File: src/rtl/parking_timer_scheduler.sv
// Shared prescaled timebase driving NUM_CH independent countdown timers.
// The tick is a clock enable on clk_in; no derived clock is produced.
`timescale 1ns/1ps

module parking_timer_scheduler #(
    parameter int CLK_FREQ = 40000000,
    parameter int TICK_HZ  = 1,
    parameter int NUM_CH   = 4,
    parameter int CNT_W    = 8
) (
    input  logic                    clk_in,
    input  logic                    rst_n,
    input  logic                    div_load,
    input  logic [31:0]             div_val,
    output logic                    tick_out,
    input  logic [NUM_CH-1:0]       ch_start,
    input  logic [NUM_CH-1:0]       ch_cancel,
    input  logic [NUM_CH*CNT_W-1:0] ch_duration,
    output logic [NUM_CH-1:0]       ch_busy,
    output logic [NUM_CH-1:0]       ch_done,
    input  logic [2:0]              rd_sel,
    output logic [CNT_W-1:0]        rd_remaining
);

    localparam logic [31:0] DIV_RAW = 32'(CLK_FREQ / TICK_HZ);
    localparam logic [31:0] DIV_RST = (DIV_RAW < 32'd2) ? 32'd2 : DIV_RAW;

    typedef enum logic {
        CH_IDLE = 1'b0,
        CH_RUN  = 1'b1
    } ch_state_e;

    logic [31:0]      div_q, div_d;
    logic [31:0]      cnt_q, cnt_d;
    logic             tick_q, tick_d;
    logic             wrap;

    ch_state_e        state_q [NUM_CH];
    ch_state_e        state_d [NUM_CH];
    logic [CNT_W-1:0] rem_q   [NUM_CH];
    logic [CNT_W-1:0] rem_d   [NUM_CH];
    logic [CNT_W-1:0] dur     [NUM_CH];
    logic [NUM_CH-1:0] done_q, done_d;
    logic [CNT_W-1:0] rd_q, rd_d;

    // ------------------------------------------------------------------
    // Prescaler: wrap is the internal tick, tick_out is its registered copy
    // ------------------------------------------------------------------
    always_comb begin
        // NOTE: every signal driven here gets a default first so no path
        // leaves it unassigned, which would otherwise infer a latch.
        div_d = div_q;
        cnt_d = cnt_q;
        wrap  = 1'b0;
        if (div_load) begin
            // A wrap that would fall in this cycle is deliberately dropped.
            div_d = (div_val < 32'd2) ? 32'd2 : div_val;
            cnt_d = '0;
        end else if (cnt_q >= div_q - 32'd1) begin
            wrap  = 1'b1;
            cnt_d = '0;
        end else begin
            cnt_d = cnt_q + 32'd1;
        end
        tick_d = wrap;
    end

    // ------------------------------------------------------------------
    // Channel FSMs: cancel > start > tick; a start swallows a same-cycle tick
    // ------------------------------------------------------------------
    always_comb begin
        for (int i = 0; i < NUM_CH; i++) begin
            dur[i] = ch_duration[i*CNT_W +: CNT_W];
        end
    end

    always_comb begin
        done_d = '0;
        for (int i = 0; i < NUM_CH; i++) begin
            state_d[i] = state_q[i];
            rem_d[i]   = rem_q[i];
            if (ch_cancel[i]) begin
                state_d[i] = CH_IDLE;
                rem_d[i]   = '0;
            end else if (ch_start[i]) begin
                if (dur[i] != '0) begin
                    state_d[i] = CH_RUN;
                    rem_d[i]   = dur[i];
                end else begin
                    state_d[i] = CH_IDLE;
                    rem_d[i]   = '0;
                    done_d[i]  = 1'b1;
                end
            end else if (state_q[i] == CH_RUN && wrap) begin
                if (rem_q[i] > CNT_W'(1)) begin
                    rem_d[i] = rem_q[i] - CNT_W'(1);
                end else begin
                    state_d[i] = CH_IDLE;
                    rem_d[i]   = '0;
                    done_d[i]  = 1'b1;
                end
            end
        end
    end

    // Unpopulated selects never match, so they read back as zero.
    always_comb begin
        rd_d = '0;
        for (int i = 0; i < NUM_CH; i++) begin
            if (rd_sel == 3'(i)) begin
                rd_d = rem_q[i];
            end
        end
    end

    // ------------------------------------------------------------------
    // State registers
    // ------------------------------------------------------------------
    always_ff @(posedge clk_in) begin
        // NOTE: sequential state uses non-blocking assignments so every
        // register samples the pre-edge values regardless of statement order.
        if (!rst_n) begin
            div_q  <= DIV_RST;
            cnt_q  <= '0;
            tick_q <= 1'b0;
            done_q <= '0;
            rd_q   <= '0;
            // NOTE: the per-channel arrays are small control state, not a
            // RAM, so they are reset element by element.
            for (int i = 0; i < NUM_CH; i++) begin
                state_q[i] <= CH_IDLE;
                rem_q[i]   <= '0;
            end
        end else begin
            div_q  <= div_d;
            cnt_q  <= cnt_d;
            tick_q <= tick_d;
            done_q <= done_d;
            rd_q   <= rd_d;
            for (int i = 0; i < NUM_CH; i++) begin
                state_q[i] <= state_d[i];
                rem_q[i]   <= rem_d[i];
            end
        end
    end

    always_comb begin
        for (int i = 0; i < NUM_CH; i++) begin
            ch_busy[i] = (state_q[i] == CH_RUN);
        end
    end

    assign tick_out     = tick_q;
    assign ch_done      = done_q;
    assign rd_remaining = rd_q;

endmodule
File: config.mk
export PLATFORM = sky130hd
export DESIGN_NAME = parking_timer_scheduler
export DESIGN_NICKNAME = d
export VERILOG_FILES = /design/src/rtl/parking_timer_scheduler.sv
export SDC_FILE = /design/constraint.sdc
export NUM_CORES = 1
export LEC_CHECK = 0
export ABC_AREA = 1
export CORE_MARGIN = 3
export CORE_UTILIZATION = 50
export DETAILED_ROUTE_END_ITERATION = 10
export PLACE_DENSITY = 0.75
export SYNTH_ARGS = -nofsm -noshare
export SYNTH_HDL_FRONTEND = slang
export SYNTH_SLANG_ARGS = --single-unit
File: constraint.sdc
create_clock -name clk_in -period 3.65 [get_ports clk_in]
set_clock_uncertainty 0.2 [all_clocks]
set_input_delay 0.73 -clock clk_in [delete_from_list [all_inputs] [get_ports clk_in]]
set_output_delay 0.73 -clock clk_in [all_outputs]
set_load 0.1 [all_outputs]
==> results.json <==
{
  "htree_levels": 4,
  "fin_tns_setup_ps": 0,
  "start_util": 0.522,
  "vias": 7180,
  "grt_first_pass_wirelength_microns": 31300,
  "ys_seq_area_frac": 0.309,
  "clockPowerShare": 0.443,
  "yosys_register_bits": 113,
  "area_delta_synth_final_pct": 26.2,
  "rr_startpoint": "div_q[1]",
  "clockBufferDepth": 2,
  "endpoint_kind": "register",
  "wl_per_cell_microns": 13.7,
  "path_delay_family": "simple AND/OR/NAND/NOR gates",
  "slew_headroom": 0.342,
  "rr_worst_depth": 23,
  "async_flop_share": 0,
  "route.detailed.drc": 0,
  "busiest_layer": "met2",
  "synth_adder_area_share": 0.0709,
  "cts-root-buf": "clkbuf_16",
  "place_congestion": 0.917,
  "period_share": 0.982,
  "rows": 43,
  "cp-endpoint": "rem_q[1][1]",
  "intPower_uw": 2490,
  "p_seq_frac": 0.379,
  "rsz0062_at_grt": "yes",
  "ys_top_cells_by_area": "dfxtp_1 (30%), nand2_1 (10%), inv_1 (7.8%), nor2_1 (7.6%), ha_1 (7.1%)",
  "die_area_sq_um": 16300,
  "slew_viol_final": 0,
  "power_uw": 3520,
  "cts_tree": "yes",
  "gr-total-overflow": 0,
  "crit_top_cell": "nand2_4",
  "start_kind": "register",
  "cellPowerDensity_nw_per_um2": 376,
  "fmax_mhz": 279,
  "die_w_microns": 128,
  "drtPass1Iterations": 5,
  "grt_use_met1": 0.280,
  "drive_gt1_frac": 0.118,
  "peakVddDrop_mv": 0.347,
  "grt_pass1_vias": 6807,
  "crit_path_top_delay_cell": "dfxtp_2",
  "period_minus_slack_ps": 3580,
  "syn_area_sq_um": 7410,
  "ys.warnings.count": 0,
  "synth_fp_nets": 1184,
  "muxShareOfSynthArea": 0,
  "status": "complete, no violations",
  "gr-usage-all-layers": 0.234,
  "n_antenna_cell": 0,
  "setup_viol_count_final": 0,
  "synth_xor_area_frac": 0.0757,
  "leakagePower_uw": 0.00407,
  "core_sq_um": 14200,
  "fp.dieH_microns": 128,
  "cp.arrival_ps": 3700,
  "hold_start": "cnt_q[0]",
  "synth.most_common_cell": "nand2_1",
  "critPathRequiredTime_ps": 3770,
  "critPathBufInv": 3,
  "synth_ff_type": "dfxtp_1",
  "tightest_slew_ps": 984,
  "r2r_end": "rem_q[1][1]",
  "clk_pin_slew_ps": 60,
  "cap_violations": 0,
  "avgViaCountPerCell": 5.24,
  "io_pins": 95,
  "postRouteAntennaNets": 0,
  "synth_cell_type_count": 49,
  "synth_top_area_frac": 0.297,
  "synth_compound_area_frac": 0.103,
  "grt.met2_usage": 0.400,
  "drtIter0Drc": 330,
  "wl_microns": 18800,
  "postSynthAreaPerCell_sq_um": 6.96,
  "clock_latency_ps": 420,
  "use_met3": 0.0496,
  "crit_chain": "inv_2 -> ha_4 -> nand2_4 -> nor2_4 -> nand2_4 -> nor3_4 -> buf_4 -> nand3_2 -> nand3b_4 -> nor2_4 -> xor2_1 -> inv_1 -> ha_1 -> nand4_1 -> nor3_4 -> and3_4 -> nand2_4 -> nand2_8 -> nand3_4 -> nand2_8 -> nand2_1 -> nand2_1 -> nor2_1",
  "ys_top_cells_by_count": "nand2_1 (198), inv_1 (154), nor2_1 (151), dfxtp_1 (110), nand3_1 (66)",
  "cp_num_cells": 23,
  "antenna_found_initial": 0,
  "grt_max_degree": 31,
  "synth_edf_count": 3,
  "crit_fanout": 8,
  "nFillCells": 1251,
  "hold_class": "reg2reg",
  "synth_top_cell_by_area": "dfxtp_1",
  "buffer_ports.inserted": 94,
  "synth_top_family_by_area": "simple AND/OR/NAND/NOR gates",
  "hpwl_microns": 14400,
  "crit_type": "reg2reg",
  "cts_buffers": 17,
  "combPwrFrac": 0.179,
  "yosys.area_share.simple": 0.344,
  "max_stage_delay_ps": 320,
  "cp-startpoint": "div_q[1]",
  "p_sw_uw": 1030,
  "clkSinkCount": 113,
  "hold_viol_final": 0,
  "rrSetupSlack_ps": 70,
  "nNetsFinal": 1297,
  "syn_inst": 1064,
  "swShare": 0.292
}
layer usage:
| layer | wire length (microns) | vias to the layer above |
|---|---|---|
| met4 | 619 | 0 |
| met5 | 0 | - |
| met1 | 8030 | 3262 |
| met3 | 858 | 40 |
| li1 | - | 3704 |
| met2 | 9320 | 174 |
flip-flops by register name, indices dropped and copies added, names as in the netlist:
register,flops
cnt_q,32
div_q,32
rem_q,32
rd_remaining,8
ch_done,4
state_q,4
tick_out,1
logic make-up (layout without fill, tap and decap cells):
group,after synthesis,after routing
AO/OA/AOI/OAI,129,129
XOR/XNOR,64,64
adder cells (fa/ha/maj),42,42
buffers and inverters,183,306
flip-flops,113,113
AND/OR/NAND/NOR,533,536
layout make-up:
| type | instances | area, sq um | area share |
|---|---|---|---|
| Multi-Input combinational cell | 771 | 4580 | 0.490 |
| Sequential cell | 113 | 2290 | 0.245 |
| Timing Repair Buffer | 117 | 1100 | 0.118 |
| Inverter | 157 | 589 | 0.0630 |
| Clock buffer | 21 | 480 | 0.0514 |
| Tap cell | 180 | 225 | 0.0241 |
| Clock inverter | 11 | 78.8 | 0.00843 |
power by group through the flow:
stage	Combinational [uW]	Clock, uW	Sequential (uW)
5_1_grt	701	1650	1340
2_1_floorplan	390	0	1360
3_3_place_gp	580	0	1360
4_1_cts	593	1580	1330
6_report	628	1560	1330
3_5_place_dp	587	0	1360
stage by stage:
| step | util | hold slack (ps) | worst slack (ps) | area, sq um | instances |
|---|---|---|---|---|---|
| global placement | 0.601 | 242 | 144 | 8530 | 1325 |
| global route | 0.658 | 317 | -150 | 9350 | 1370 |
| detailed placement | 0.601 | 266 | -20.0 | 8530 | 1325 |
| floorplan | - | 230 | 283 | 7410 | 1064 |
| CTS | 0.640 | 278 | 0.310 | 9090 | 1357 |
| finish | 0.658 | 273 | 67.0 | 9350 | 1370 |
placed cells by master (no fill, tap or decap), types with 30 or more instances in the layout:
cell type and n:
o21ai_0 30, a21oi_1 44, xor2_1 47, nand3_1 65, nor2_1 148, dfxtp_1 108
inv_1 151, nand2_1 183, clkdlybuf4s50_1 87, ha_1 40
worst reg2reg max path: cells and delay by family (launching register included):
kind	cells	cell delay, ps
XOR/XNOR	1	150
adder cells (fa/ha/maj)	2	410
buffers and inverters	3	270
flip-flops	1	320
AND/OR/NAND/NOR	17	2130
worst min-delay path by stage:
stage | endpoint | slack [ps] | cells after the start
global placement | cnt_q[0] | 240 | 1
detailed placement | cnt_q[0] | 270 | 1
finish | cnt_q[0] | 270 | 1
CTS | cnt_q[0] | 280 | 1
floorplan | cnt_q[0] | 230 | 1
global route | cnt_q[0] | 320 | 1
repair_timing:
item,in CTS,in global routing
cloned,0,3
gates resized for setup,1,41
setup buffers,0,10
endpoints found under the setup margin,3,67
pin swaps,1,14
hold endpoints to repair,0,0
hold buffers,0,0
Power figures use the tool's default switching activity.
